<file path="src/rtl/usb_mem_loader_ctrl_if.sv">
// USB register port plus OBI write-master signals of the memory loader, bundled for one port connection.
// Latency: none, wires only.
// Backpressure: carried by bus_gnt_i/bus_rvalid_i on the bus side; the register side has none.
interface usb_mem_loader_ctrl_if;
    logic        reg_wr_i;
    logic [3:0]  reg_addr_i;
    logic [7:0]  reg_wdata_i;
    logic [7:0]  reg_rdata_o;
    logic        bus_req_o;
    logic        bus_we_o;
    logic [3:0]  bus_be_o;
    logic [31:0] bus_addr_o;
    logic [31:0] bus_wdata_o;
    logic        bus_gnt_i;
    logic        bus_rvalid_i;
    logic        fetch_enable_o;
    logic        busy_o;
    logic        err_o;

    // loader side: consumes register writes and bus responses, drives the bus request
    modport master (
        input  reg_wr_i, reg_addr_i, reg_wdata_i, bus_gnt_i, bus_rvalid_i,
        output reg_rdata_o, bus_req_o, bus_we_o, bus_be_o, bus_addr_o, bus_wdata_o,
        output fetch_enable_o, busy_o, err_o
    );

    // host/memory side: drives register writes and bus responses
    modport slave (
        output reg_wr_i, reg_addr_i, reg_wdata_i, bus_gnt_i, bus_rvalid_i,
        input  reg_rdata_o, bus_req_o, bus_we_o, bus_be_o, bus_addr_o, bus_wdata_o,
        input  fetch_enable_o, busy_o, err_o
    );
endinterface

</file>
<file path="src/rtl/usb_mem_loader_ctrl.sv">
// Packs byte-wide USB register writes into 32-bit OBI word writes at an auto-incrementing pointer.
// Latency: bus_req_o rises the cycle after the DATA3 write; one outstanding transaction, no back-to-back.
// Backpressure: FIFO_D-word FIFO absorbs grant stalls; a push into a full FIFO is dropped and flagged.
module usb_mem_loader_ctrl #(
    parameter int TIMEOUT = 1024,
    parameter int FIFO_D  = 2
) (
    input  logic                  clk_i,
    input  logic                  rst_ni,
    usb_mem_loader_ctrl_if.master io
);
    localparam int AW = $clog2(FIFO_D);
    localparam int CW = $clog2(TIMEOUT);
    localparam logic [AW:0]   FULL_CNT = (AW + 1)'(FIFO_D);
    localparam logic [CW-1:0] WAIT_MAX = CW'(TIMEOUT - 1);

    typedef enum logic [1:0] {S_IDLE, S_REQ, S_RESP} state_t;

    state_t        state_q, state_d;
    logic [CW-1:0] wait_q, wait_d;
    logic [31:0]   ptr_q;
    logic [23:0]   stage_q;
    logic [31:0]   fifo_mem [FIFO_D];
    logic [AW:0]   wr_q, rd_q, fifo_cnt;
    logic          fifo_empty, fifo_full;
    logic          fetch_en_q, fetch_out_q, ovf_q, tmo_q;
    logic          busy, req, pop, flush;
    logic          wr_ptr, wr_stage, wr_push, wr_ctrl, clr_flags, push_ok, push_drop;
    logic [7:0]    rdata;

    assign fifo_cnt   = wr_q - rd_q;
    assign fifo_empty = (wr_q == rd_q);
    assign fifo_full  = (fifo_cnt == FULL_CNT);
    assign busy       = !fifo_empty || (state_q != S_IDLE);
    assign req        = (state_q == S_REQ);

    // Pointer bytes are frozen while a load is in flight so the running address cannot be torn.
    assign wr_ptr    = io.reg_wr_i && (io.reg_addr_i < 4'd4) && !busy;
    assign wr_stage  = io.reg_wr_i && (io.reg_addr_i >= 4'd4) && (io.reg_addr_i <= 4'd6);
    assign wr_push   = io.reg_wr_i && (io.reg_addr_i == 4'd7);
    assign wr_ctrl   = io.reg_wr_i && (io.reg_addr_i == 4'd8);
    assign clr_flags = wr_ctrl && io.reg_wdata_i[1];
    // A pop in the same cycle frees the slot, so a push into a full FIFO still lands then.
    assign push_ok   = wr_push && (!fifo_full || pop) && !flush;
    assign push_drop = wr_push && fifo_full && !pop;

    // FSM state and grant-wait counter registers
    always_ff @(posedge clk_i) begin
        if (!rst_ni) begin
            state_q <= S_IDLE;
            wait_q  <= '0;
        end else begin
            state_q <= state_d;
            wait_q  <= wait_d;
        end
    end

    // Next state: IDLE also reacts to a push in flight so the request starts one cycle after DATA3.
    always_comb begin
        state_d = state_q;
        wait_d  = wait_q;
        pop     = 1'b0;
        flush   = 1'b0;
        case (state_q)
            S_IDLE: begin
                wait_d = '0;
                if (!fifo_empty || wr_push) state_d = S_REQ;
            end
            S_REQ: begin
                if (io.bus_gnt_i) begin
                    pop     = 1'b1;
                    wait_d  = '0;
                    state_d = S_RESP;
                end else if (wait_q == WAIT_MAX) begin
                    flush   = 1'b1;
                    wait_d  = '0;
                    state_d = S_IDLE;
                end else begin
                    wait_d = wait_q + 1'b1;
                end
            end
            S_RESP: begin
                if (io.bus_rvalid_i) state_d = S_IDLE;
            end
            default: state_d = S_IDLE;
        endcase
    end

    // Word pointer: advances on each granted word, wraps naturally at 2^32, host-writable when idle
    always_ff @(posedge clk_i) begin
        if (!rst_ni) begin
            ptr_q <= '0;
        end else if (pop) begin
            ptr_q <= ptr_q + 32'd4;
        end else if (wr_ptr) begin
            ptr_q[{io.reg_addr_i[1:0], 3'b000} +: 8] <= io.reg_wdata_i;
        end
    end

    // Staging bytes DATA0..DATA2 hold their value across pushes
    always_ff @(posedge clk_i) begin
        if (!rst_ni) begin
            stage_q <= '0;
        end else if (wr_stage) begin
            stage_q[{io.reg_addr_i[1:0], 3'b000} +: 8] <= io.reg_wdata_i;
        end
    end

    // FIFO pointers; a timeout discards everything queued
    always_ff @(posedge clk_i) begin
        if (!rst_ni || flush) begin
            wr_q <= '0;
            rd_q <= '0;
        end else begin
            if (push_ok) wr_q <= wr_q + 1'b1;
            if (pop)     rd_q <= rd_q + 1'b1;
        end
    end

    // FIFO storage; contents are only observed while requesting, so no reset is needed
    always_ff @(posedge clk_i) begin
        if (push_ok) fifo_mem[wr_q[AW-1:0]] <= {io.reg_wdata_i, stage_q};
    end

    // Sticky error flags; a new error in the clearing cycle keeps the flag set
    always_ff @(posedge clk_i) begin
        if (!rst_ni) begin
            ovf_q <= 1'b0;
            tmo_q <= 1'b0;
        end else begin
            if (clr_flags) begin
                ovf_q <= 1'b0;
                tmo_q <= 1'b0;
            end
            if (push_drop) ovf_q <= 1'b1;
            if (flush)     tmo_q <= 1'b1;
        end
    end

    // Fetch enable: host request gated by idleness, registered so it drops a cycle after loading resumes
    always_ff @(posedge clk_i) begin
        if (!rst_ni) begin
            fetch_en_q  <= 1'b0;
            fetch_out_q <= 1'b0;
        end else begin
            if (wr_ctrl) fetch_en_q <= io.reg_wdata_i[0];
            fetch_out_q <= fetch_en_q && !busy;
        end
    end

    // Register readback, combinational on the address
    always_comb begin
        rdata = '0;
        case (io.reg_addr_i)
            4'd0, 4'd1, 4'd2, 4'd3: rdata = ptr_q[{io.reg_addr_i[1:0], 3'b000} +: 8];
            4'd4, 4'd5, 4'd6:       rdata = stage_q[{io.reg_addr_i[1:0], 3'b000} +: 8];
            4'd8:                   rdata = {7'd0, fetch_en_q};
            4'd9:                   rdata = {4'd0, tmo_q, ovf_q, fifo_full, busy};
            default:                rdata = '0;
        endcase
    end

    assign io.reg_rdata_o    = rdata;
    assign io.bus_req_o      = req;
    assign io.bus_we_o       = req;
    assign io.bus_be_o       = {4{req}};
    assign io.bus_addr_o     = req ? ptr_q : 32'd0;
    assign io.bus_wdata_o    = req ? fifo_mem[rd_q[AW-1:0]] : 32'd0;
    assign io.fetch_enable_o = fetch_out_q;
    assign io.busy_o         = busy;
    assign io.err_o          = ovf_q || tmo_q;
endmodule

</file>
<file path="src/flat_wrapper.sv">
// flat-port wrapper written by rule: the top's interface ports become plain ports
module usb_mem_loader_ctrl_flat 
#(
    parameter int TIMEOUT = 1024,
    parameter int FIFO_D  = 2
)
  (clk_i, rst_ni, io_reg_wr_i, io_reg_addr_i, io_reg_wdata_i, io_bus_gnt_i, io_bus_rvalid_i, io_reg_rdata_o, io_bus_req_o, io_bus_we_o, io_bus_be_o, io_bus_addr_o, io_bus_wdata_o, io_fetch_enable_o, io_busy_o, io_err_o);
  usb_mem_loader_ctrl_if io_i ();
  input  logic clk_i;
  input  logic rst_ni;
  input wire logic [$bits(io_i.reg_wr_i)-1:0] io_reg_wr_i;
  input wire logic [$bits(io_i.reg_addr_i)-1:0] io_reg_addr_i;
  input wire logic [$bits(io_i.reg_wdata_i)-1:0] io_reg_wdata_i;
  input wire logic [$bits(io_i.bus_gnt_i)-1:0] io_bus_gnt_i;
  input wire logic [$bits(io_i.bus_rvalid_i)-1:0] io_bus_rvalid_i;
  output wire logic [$bits(io_i.reg_rdata_o)-1:0] io_reg_rdata_o;
  output wire logic [$bits(io_i.bus_req_o)-1:0] io_bus_req_o;
  output wire logic [$bits(io_i.bus_we_o)-1:0] io_bus_we_o;
  output wire logic [$bits(io_i.bus_be_o)-1:0] io_bus_be_o;
  output wire logic [$bits(io_i.bus_addr_o)-1:0] io_bus_addr_o;
  output wire logic [$bits(io_i.bus_wdata_o)-1:0] io_bus_wdata_o;
  output wire logic [$bits(io_i.fetch_enable_o)-1:0] io_fetch_enable_o;
  output wire logic [$bits(io_i.busy_o)-1:0] io_busy_o;
  output wire logic [$bits(io_i.err_o)-1:0] io_err_o;
  assign io_i.reg_wr_i = io_reg_wr_i;
  assign io_i.reg_addr_i = io_reg_addr_i;
  assign io_i.reg_wdata_i = io_reg_wdata_i;
  assign io_i.bus_gnt_i = io_bus_gnt_i;
  assign io_i.bus_rvalid_i = io_bus_rvalid_i;
  assign io_reg_rdata_o = io_i.reg_rdata_o;
  assign io_bus_req_o = io_i.bus_req_o;
  assign io_bus_we_o = io_i.bus_we_o;
  assign io_bus_be_o = io_i.bus_be_o;
  assign io_bus_addr_o = io_i.bus_addr_o;
  assign io_bus_wdata_o = io_i.bus_wdata_o;
  assign io_fetch_enable_o = io_i.fetch_enable_o;
  assign io_busy_o = io_i.busy_o;
  assign io_err_o = io_i.err_o;
  usb_mem_loader_ctrl #(.TIMEOUT(TIMEOUT), .FIFO_D(FIFO_D)) u_core (.clk_i(clk_i), .rst_ni(rst_ni), .io(io_i));
endmodule
</file>
<file path="config.mk">
export PLATFORM = sky130hd
export DESIGN_NAME = usb_mem_loader_ctrl_flat
export DESIGN_NICKNAME = d
export VERILOG_FILES = /design/src/rtl/usb_mem_loader_ctrl_if.sv /design/src/rtl/usb_mem_loader_ctrl.sv /design/src/flat_wrapper.sv
export SDC_FILE = /design/constraint.sdc
export NUM_CORES = 1
export LEC_CHECK = 0
export CAP_MARGIN = 25
export CORE_ASPECT_RATIO = 0.5
export CORE_UTILIZATION = 45
export CTS_CLUSTER_SIZE = 24
export DETAILED_ROUTE_END_ITERATION = 10
export GPL_TIMING_DRIVEN = 0
export PLACE_DENSITY = 0.8
export SKIP_CTS_REPAIR_TIMING = 1
export SYNTH_ARGS = -nofsm -noshare
export SYNTH_HDL_FRONTEND = slang
export SYNTH_SLANG_ARGS = --single-unit
</file>
<file path="constraint.sdc">
create_clock -name clk_i -period 8 [get_ports clk_i]
set_input_delay 1.6 -clock clk_i [delete_from_list [all_inputs] [get_ports clk_i]]
set_output_delay 1.6 -clock clk_i [all_outputs]
set_load 0.1 [all_outputs]
</file>
# After elaboration in Yosys (flattened, before gate mapping)
# Memory sizes are Yosys's and may differ from the RTL's. A register that Yosys moved wholly into a read port is not among the register bits.
# Index checks and enable logic that the tools add are counted.
# totals
mem_bits_rw	64
word_cells	103
reg_bits	76
n_memories	1
input_bits	17
output_inout_bits	81
# classes
n_eq_ne	17
shift	6
n_mux	27
addsub	6
n_reduce_logical	33
magnitude_cmp	3
# memory_table
memory	depth	word_bits	rd	rd_ports_with_merged_regs	wr	line	source
u_core.fifo_mem	2	32	1	1	1	usb_mem_loader_ctrl.sv:23	logic [31:0] fifo_mem [FIFO_D];
# ops
operator	n
$mux 32	4
$add 32x3->32 const B	1
$bwmux 32	1
$pmux 8 s4	1
$shift 8x7->32 const A	1
$shiftx 32x6->8	1
$shiftx 8x7->32	1
$bwmux 24	1
$shift 8x7->24 const A	1
$shiftx 24x6->8	1
$shiftx 8x7->24	1
$mux 10	2
$pmux 10 s2	1
$eq 4x3->1 const B	4
$logic_and 1x1->1	12
$mux 1	12
$add 10x1->10 const B	1
$eq 10x10->1 const B	1
$reduce_bool 2->1	5
$eq 4x2->1 const B	2
$eq 4x4->1 const B	2
$mux 2	4
$neg 5->7	1
$logic_not 1->1	6
other kinds (19)	25

# Logic depth before layout (Yosys ltp)
# Gate-level depths: netlist of the first run.
# depth
depth_word	8
depth_mapped	9
depth_no_buf	7

# Worst setup path after synthesis of the first run
# OpenSTA, ideal clock, no wires.
# synth_path
kind	in2reg
start	in io_bus_gnt_i
end	mem u_core.fifo_mem[0][0] (enable)
setup_slack_ns	0.083
n_path_buf	1
arrival_ns	7.323
t_required_ns	7.406
cell_stages	4
setup_ns	0.594
cell_sequence	and3b_1 clkbuf_1 nor3_1 a2111oi_0
# synth_between
elab_chain_cells	7
word_cells_on_any_way	10
cone_classes	mux: 6; reduce/logical: 4
# synth_lines
element	line	source
start: declaration	flat_wrapper.sv:14	input wire logic [$bits(io_i.bus_gnt_i)-1:0] io_bus_gnt_i;
$mux 1	usb_mem_loader_ctrl.sv:70	if (io.bus_gnt_i) begin
$mux 1	usb_mem_loader_ctrl.sv:64	case (state_q)
$logic_or 1x1->1	usb_mem_loader_ctrl.sv:44	assign push_ok = wr_push && (!fifo_full || pop) && !flush;
$logic_and 1x1->1	usb_mem_loader_ctrl.sv:44	
$logic_and 1x1->1 (*)	usb_mem_loader_ctrl.sv:44	
$mux 1 (*)	usb_mem_loader_ctrl.sv:122	if (push_ok) fifo_mem[wr_q[AW-1:0]] <= {io.reg_wdata_i, stage_q};
$mux 1 (implied by the code) (*)	usb_mem_loader_ctrl.sv:122	
end: declaration	usb_mem_loader_ctrl.sv:23	
# Every way passes the cells marked *; elsewhere a longest branch is shown, timed or not.

# Final worst setup path of the first run
# layout_path
start	in io_reg_addr_i[1]
end	out io_reg_rdata_o[1]
# layout_between
elab_chain_cells	3
word_cells_on_any_way	14
cone_classes	eq/ne: 8; shift: 2; mux: 1; reduce/logical: 3
# layout_lines
element	line	source
start: declaration	flat_wrapper.sv:12	input wire logic [$bits(io_i.reg_addr_i)-1:0] io_reg_addr_i;
branches (longest 2 deep; another with $shiftx 32x6->8)	--	
$pmux 8 s4 (*)	usb_mem_loader_ctrl.sv:154	case (io.reg_addr_i)
end: declaration	flat_wrapper.sv:16	output wire logic [$bits(io_i.reg_rdata_o)-1:0] io_reg_rdata_o;
# Mark *: on every way between the ends.

==> metrics.txt, run 1 <==
run status complete, no violations; Cell Rows 32; syn nets 759; area of placed instances 8550 sq um; gr usage total 28.5%; P&R area growth vs syn 26.5%; CTS tree built; cell count after synthesis 735; I/O Buffers 97; worst setup margin 0.621 ns; Seq cells post-synth 141; global placement routability congestion 0.932; vias in the first global route 6032; Final Hold Viols 0; sequential fraction of the synthesis area 48.0%; post-synth design cell area 7220 sq um; clock buffer count from CTS 17; CP Launch Type input port; largest net degree at the start of global routing 18; Die Wd 181 microns; Die Span Y 91.6 microns; Ant. Diodes 0; design area 9140 sq um; Post-DP HPWL 16700 microns; pwr dens 215 nW/um^2; CP arrival 5.78 ns; sw frac 32.7%; total power 1960 uW; Most used DFF post-synth dfxtp_1; clock sink count 141; Initial DRC Count 947; initial antenna violation count 0; Rel. slew slack 32.6%; Core Area 15500 sq um; Layout Skew 0.0103 ns; WP data required 6.40 ns; first-pass GRT wire length 35200 microns; IO Pins 98; crit share post-route 92.2%; RSZ-0062 raised after global routing false; drt first pass iters 5; vias 6397; Hold WC Path Type reg2reg; CP Class in2out; DR vias/cell 5.94; CTS Buffer Depth 2; Pleak 0.00322 uW; Ys Warns 0; Pint 1320 uW; largest cells by area after synthesis edfxtp_1 (27%), dfxtp_1 (21%), mux2i_1 (5.7%); syn_area_per_cell 9.83 sq um; synth unique cells 68; layout cells sized above 1 8.93%; Max Slew Vio Count 0; Worst-Skew Late Latency 0.42 ns; critical path peak fanout 10; Synth top cells by count dfxtp_1 (77), nand2_1 (76), nor2_1 (76); filler instances 1324; ANT nets after route 0; Achievable Freq 0.136 GHz; number of synthesized flops with an enable pin 64; minimum clock period after layout 7.38 ns; Place WS 0.651 ns; max-cap viol count 0; Remaining DRCs 0; switching power 640 uW; number of H-tree levels 4; Synth area leader edfxtp_1; maximum vdd drop 148 uV; final net count 884; total wire length 23000 microns; global route overflow 0; Seq pwr share 39.3%; wire length per cell 21.4 microns; final setup violation count 0; ys async rst share 0%; CTS Root Cell clkbuf_16; Initial Util 46.5%; Synth top area share 26.6%; CTS clock-pin slew for the worst setup and hold paths 0.06 ns; Comb pwr share 20.0%; Worst Setup End Kind output pin; power share of the clock group 40.7%; top-count cell post-synth dfxtp_1; pin slew with the least headroom to its limit 1.01 ns; Die Area 16600 sq um
## sequential cells by signal, indices dropped and copies added, names as in the netlist, named ones only
name                      cells
u_core.fifo_mem              64
u_core.ptr_q                 32
u_core.stage_q               24
u_core.wait_q                10
u_core.rd_q                   2
u_core.state_q                2
u_core.wr_q                   2
u_core.fetch_en_q             1
u_core.io.fetch_enable_o      1
u_core.ovf_q                  1
u_core.tmo_q                  1
## path summary, 6_finish.rpt
check / from / endpoint / slack, ns / cells past startpoint
setup / recovery: io_reg_addr_i[1] / io_reg_rdata_o[1] / 0.62 / 9
hold / removal: u_core.fetch_en_q$_SDFFE_PN0P_ / u_core.io.fetch_enable_o$_SDFF_PN0_ / 0.45 / 2
setup reg to reg: u_core.state_q[0]$_SDFFE_PN0P_ / u_core.fifo_mem[0][23]$_DFFE_PP_ / 4.61 / 7
hold reg to reg: u_core.fetch_en_q$_SDFFE_PN0P_ / u_core.io.fetch_enable_o$_SDFF_PN0_ / 0.45 / 2
## power groups by stage
stage | Combinational, uW | Sequential, uW | Clock [uW]
floorplan | 286 | 780 | 0
global placement | 384 | 785 | 0
detailed placement | 387 | 784 | 0
CTS | 388 | 769 | 796
global route | 409 | 770 | 828
finish | 393 | 770 | 798
## final cells by class
cell class	instances	area [sq um]	area share, %
inverter	11	41.3	0.452
clock buffer	18	429	4.70
multi-input combinational	536	3540	38.7
sequential	141	3460	37.9
clock inverter	14	156	1.71
buffer	47	198	2.16
timing repair buffer	106	1050	11.5
tap	204	255	2.79
## layer usage
metal | GRT usage [%] | wire length [microns]
met5 | 0 | 0
met4 | 7.56 | 362
met3 | 8.90 | 2810
met2 | 40.4 | 9520
met1 | 41.6 | 10300
## cells in the final DEF, fill, tap and decap left out, types with 4 or more instances in the layout
cell type and n:
nor2_1 76, a21o_1 4, nand3_1 29, a21boi_0 5, nand4_1 20, o21a_1 4
and3b_1 4, o31a_1 4, dfxtp_1 77, and4_1 6, ha_1 7, mux2_2 10
inv_1 10, nor2b_1 17, a21oi_1 23, buf_4 7, nor4_1 5, and2_1 45
o31ai_1 4, a22o_1 4, xnor2_1 7, buf_2 7, inv_6 4, buf_1 7
clkbuf_1 34, mux4_2 6, o21ai_0 22, a31oi_1 7, and3_1 11, nand2_1 76
edfxtp_1 64, a211oi_1 12, clkdlybuf4s50_1 97, clkbuf_16 17, nand2b_1 5, nor3_1 11
nor3b_1 4, a22oi_1 10, mux2i_1 41, o311a_1 5
## critical path, stage by stage
cell             delay [ns]
clkdlybuf4s50_1        0.71
inv_2                  0.21
ha_1                   0.34
o31ai_1                0.49
clkbuf_1               0.54
mux2i_1                0.20
o21a_1                 0.22
o31ai_1                0.26
clkdlybuf4s50_1        1.20
## stage by stage
step / std cells / setup TNS (ns) / hold slack (ns) / utilization, %
2_1_floorplan: 735 / 0 / 0.423 / -
3_3_place_gp: 1036 / -106.19 / 0.436 / 54.4
5_1_grt: 1077 / 0 / 0.501 / 58.8
4_1_cts: 1077 / 0 / 0.454 / 58.8
6_report: 1077 / 0 / 0.453 / 58.8
3_5_place_dp: 1045 / 0 / 0.445 / 55.0
## cell families after synthesis
family / share of synthesized area, %
fa+ha+maj: 1.21
xor+xnor: 1.21
compound gates: 12.9
mux: 9.68
buf+inv: 3.31
flops: 48.0
simple gates: 23.7
Power figures use the tool's default switching activity.
==> run 2, diff against run 1 <==
--- a/config.mk
+++ b/config.mk
@@ -5,13 +5,14 @@
 export SDC_FILE = /design/constraint.sdc
 export NUM_CORES = 1
 export LEC_CHECK = 0
+export ABC_AREA = 1
 export CAP_MARGIN = 25
 export CORE_ASPECT_RATIO = 0.5
 export CORE_UTILIZATION = 45
 export CTS_CLUSTER_SIZE = 24
 export DETAILED_ROUTE_END_ITERATION = 10
 export GPL_TIMING_DRIVEN = 0
-export PLACE_DENSITY = 0.8
+export PLACE_DENSITY = 0.79
 export SKIP_CTS_REPAIR_TIMING = 1
 export SYNTH_ARGS = -nofsm -noshare
 export SYNTH_HDL_FRONTEND = slang
==> metrics.txt, run 2 <==
run status complete, no violations; number of H-tree levels 4; number of synthesized flops with an enable pin 64; commonest non-fill, non-tap cell in the layout nand2_1; CTS tree built; vias in the first global route 7349; Achievable Freq 0.138 GHz; Most used DFF post-synth dfxtp_1; Ant. Diodes 0; Die Area 18200 sq um; CTS clock-pin slew for the worst setup and hold paths 0.06 ns; Cell Rows 33; Synth area leader edfxtp_1; Die Span Y 95.8 microns; ANT nets after route 0; maximum vdd drop 164 uV; mux cell area share after synthesis 0%; Remaining DRCs 0; Synth top area share 24.3%; Hold WC Path Type reg2reg; filler instances 1548; Worst Setup End Kind output pin; Compound-Gate Fraction of Synth Area 10.9%; Post-DP HPWL 20800 microns; initial antenna violation count 1; Max Slew Vio Count 0; Initial DRC Count 1017; global route overflow 0; CP Class in2out; vias 8160; syn nets 1134; critical path peak fanout 11; cell count after synthesis 1110; Synth top cells by count nand2_1 (329), nor2_1 (172), a21oi_1 (94), inv_1 (94), nand3_1 (87); final hold slack 0.455 ns; Total Negative Setup Slacks 0 ns; wire length per cell 18.9 microns; largest cells by area after synthesis edfxtp_1 (24%), dfxtp_1 (19%), nand2_1 (16%); Worst-Skew Late Latency 0.42 ns; post-synth design cell area 7920 sq um; final setup violation count 0; Final Hold Viols 0; final net count 1249; RSZ-0062 raised after global routing false; xor/xnor share of the synthesized area 1.34%; P&R area growth vs syn 23.2%; synth unique cells 47; clock sink count 141; minimum clock period after layout 7.24 ns; largest net degree at the start of global routing 34; crit share post-route 90.5%; max-cap viol count 0; I/O Buffers 96; largest family of logic cells by synthesized area simple AND/OR/NAND/NOR gates; placed insts 1433; first-pass GRT wire length 41600 microns; Pleak 0.00361 uW; clock buffer count from CTS 17; Die Wd 190 microns; CP Launch Type input port; Synth Area in Adders 1.11%; CP arrival 5.64 ns; Core Area 16800 sq um; layout cells sized above 1 7.35%; global placement routability congestion 1.03; max reg flops 64; CTS Root Cell clkbuf_16; total wire length 27600 microns; top-count cell post-synth nand2_1; CTS Buffer Depth 2; gr usage total 31.1%; Layout Skew 0.00994 ns; non-filler cells, final 1465; most frequent cells in the layout nand2_1 (329), nor2_1 (170), clkdlybuf4s50_1 (96), inv_1 (94), a21oi_1 (94); pwr dens 204 nW/um^2; drt first pass iters 6; Simple-Gate Fraction of Synth Area 35.0%; Rel. slew slack 32.6%; ys async rst share 0%; Seq cells post-synth 141; pin slew with the least headroom to its limit 1.01 ns; sequential fraction of the synthesis area 43.8%; WP data required 6.40 ns; DR vias/cell 5.57; Ys Warns 0; syn_area_per_cell 7.13 sq um; IO Pins 98; Initial Util 47.2%
## run 2: changes by cell type in the layout (fill, tap and decap cells not counted), moves of 17 or more
cell	change
o21ai_0	+18
nand2_1	+253
nor2b_1	-17
nor2_1	+94
mux2i_1	-41
inv_1	+84
nand3_1	+58
and2_1	-45
a21oi_1	+71
## run 2: cell families after synthesis
| group | after synthesis |
|---|---|
| AND/OR/NAND/NOR | 644 |
| AO/OA/AOI/OAI | 158 |
| buffers and inverters | 150 |
| flip-flops | 141 |
| XOR/XNOR | 10 |
| adder cells (fa/ha/maj) | 7 |
## run 2: where the power goes
part / total, uW / internal, uW / switching, uW / leakage, uW
logic: 413 / 94.3 / 319 / 0.00205
clock network: 793 / 439 / 353 / 0.000275
registers: 781 / 763 / 17.8 / 0.00128
total: 1990 / 1300 / 690 / 0.00361
## run 2: metrics by stage
stage	worst slack, ns	area (sq um)	utilization, %	power (uW)
3_3_place_gp	0.856	9160	54.6	1200
3_5_place_dp	0.824	9180	54.7	1200
6_report	0.764	9750	58.2	1990
2_1_floorplan	2.11	7920	-	1080
5_1_grt	0.628	9750	58.2	2040
4_1_cts	0.822	9750	58.2	1980
## run 2: final timing paths
check        slack, ns                               end  depth (start not counted)                       startpoint
max reg2reg       5.28  u_core.fifo_mem[1][23]$_DFFE_PP_                          8   u_core.state_q[0]$_SDFFE_PN0P_
min reg2reg       0.46  u_core.fifo_mem[1][22]$_DFFE_PP_                          0  u_core.stage_q[22]$_SDFFE_PN0P_
min               0.46  u_core.fifo_mem[1][22]$_DFFE_PP_                          0  u_core.stage_q[22]$_SDFFE_PN0P_
max               0.76                 io_reg_rdata_o[0]                         12                 io_reg_addr_i[0]
## run 2: cell type report
cell class                      instances  area [sq um]  area share (%)
Multi-Input combinational cell        819          3850            39.4
Sequential cell                       141          3460            35.5
Clock inverter                         15           151            1.55
Timing Repair Buffer                   96           961            9.85
Buffer                                 47           234            2.40
Inverter                              103           387            3.96
Tap cell                              227           284            2.91
Clock buffer                           17           425            4.36
## run 2: worst max-delay path, stage by stage
cell	delay (ns)
clkdlybuf4s50_1	0.66
inv_2	0.19
clkbuf_1	0.48
ha_1	0.36
inv_1	0.19
nand3_4	0.17
nand2_4	0.12
buf_4	0.19
nand2_1	0.27
nand3_1	0.18
nand2_1	0.09
clkdlybuf4s50_1	1.12
## run 2: routing by layer
metal	GRT usage [%]	wire [microns]	vias up
li1	-	-	3841
met1	45.6	12600	3816
met2	46.6	11400	457
met3	6.82	3250	44
met4	6.99	376	2
met5	0	12	-
==> run 3, diff against run 2 <==
--- a/config.mk
+++ b/config.mk
@@ -8,11 +8,11 @@
 export ABC_AREA = 1
 export CAP_MARGIN = 25
 export CORE_ASPECT_RATIO = 0.5
-export CORE_UTILIZATION = 45
+export CORE_UTILIZATION = 30
 export CTS_CLUSTER_SIZE = 24
 export DETAILED_ROUTE_END_ITERATION = 10
 export GPL_TIMING_DRIVEN = 0
-export PLACE_DENSITY = 0.79
+export PLACE_DENSITY = 0.6
 export SKIP_CTS_REPAIR_TIMING = 1
 export SYNTH_ARGS = -nofsm -noshare
 export SYNTH_HDL_FRONTEND = slang
==> metrics.txt, run 3 (synthesis results as in run 2) <==
CP arrival 5.67 ns; final setup violation count 0; first-pass GRT wire length 42900 microns; Ant. Diodes 0; maximum vdd drop 144 uV; CTS Buffer Depth 2; most frequent cells in the layout nand2_1 (329), nor2_1 (170), clkdlybuf4s50_1 (96), inv_1 (94), a21oi_1 (94); area of placed instances 9340 sq um; final net count 1250; I/O Buffers 96; DR vias/cell 4.98; max reg flops 64; vias 7888; Worst-Skew Late Latency 0.43 ns; Initial DRC Count 817; max-cap viol count 0; CP Launch Type input port; Die Area 27100 sq um; drt first pass iters 5; crit share post-route 90.9%; critical path peak fanout 11; run status complete, no violations; wire length per cell 18.0 microns; Pleak 0.00362 uW; RSZ-0062 raised after global routing false; Worst Setup End Kind output pin; Die Span Y 117 microns; pin slew with the least headroom to its limit 1.00 ns; number of H-tree levels 4; clock buffer count from CTS 17; clock sink count 141; IO Pins 98; total power 1980 uW; filler instances 2641; initial antenna violation count 0; Layout Skew 0.0119 ns; CTS tree built; Die Wd 232 microns; P&R area growth vs syn 25.3%; Cell Rows 41; CP Class in2out; Remaining DRCs 0; ANT nets after route 0; WP data required 6.40 ns; Total Negative Setup Slacks 0 ns; Rel. slew slack 32.9%; layout cells sized above 1 7.51%; CTS Root Cell clkbuf_16; gr usage total 21.4%; Max Slew Vio Count 0; Core Area 25500 sq um; minimum clock period after layout 7.27 ns; pwr dens 200 nW/um^2; largest net degree at the start of global routing 33; vias in the first global route 7269; Final Hold Viols 0; Post-DP HPWL 22300 microns; Hold WC Path Type reg2reg; total wire length 28500 microns; Initial Util 31.0%; design area 9920 sq um; commonest non-fill, non-tap cell in the layout nand2_1; CTS clock-pin slew for the worst setup and hold paths 0.06 ns; global placement routability congestion 0.962; Achievable Freq 0.137 GHz; global route overflow 0
run 3: final timing paths:
check                            startpoint                               end  slack, ns  depth (start not counted)
min           u_core.wait_q[7]$_SDFFE_PN0P_     u_core.wait_q[7]$_SDFFE_PN0P_       0.47                          2
min reg2reg   u_core.wait_q[7]$_SDFFE_PN0P_     u_core.wait_q[7]$_SDFFE_PN0P_       0.47                          2
max reg2reg  u_core.state_q[0]$_SDFFE_PN0P_  u_core.fifo_mem[0][14]$_DFFE_PP_       5.31                          8
max                        io_reg_addr_i[0]                 io_reg_rdata_o[0]       0.73                         12
run 3: metal layers:
layer  GRT usage, %  vias up  share of wire, %
met5              0        -                 0
met1           30.4     3721                47
met4           5.57        0              0.87
met3           3.71       16               7.7
li1               -     3841                 -
met2           33.5      310                44
run 3: power breakdown:
part           switching [uW]  total (uW)  internal (uW)
Combinational             319         413           94.2
Sequential               17.0         780            763
Clock                     352         790            439
run 3: critical path, cell delays in order:
cell and delay, ns:
clkdlybuf4s50_1 0.67, inv_2 0.19, clkbuf_1 0.48, ha_1 0.36, inv_1 0.17, nand3_4 0.16
nand2_4 0.11, buf_4 0.19, nand2_1 0.29, nand3_1 0.21, nand2_1 0.10, clkdlybuf4s50_1 1.13
run 3: layout make-up:
type,instances,area [sq um],area share [%]
flip-flops and latches,141,3460,34.9
repair buffers,97,981,9.89
clock inverters,15,154,1.55
well taps,344,430,4.34
plain buffers,47,234,2.36
clock buffers,17,425,4.29
multi-input cells,819,3850,38.8
inverters,103,387,3.90
run 3: metrics by stage:
step                utilization (%)  setup slack, ns  std cells  hold slack, ns
floorplan                         -             2.11       1110           0.426
global placement               36.4            0.719       1550           0.448
detailed placement             36.6            0.744       1551           0.466
CTS                            38.8            0.745       1583           0.475
global route                   38.8            0.526       1583           0.498
finish                         38.8            0.726       1583           0.472
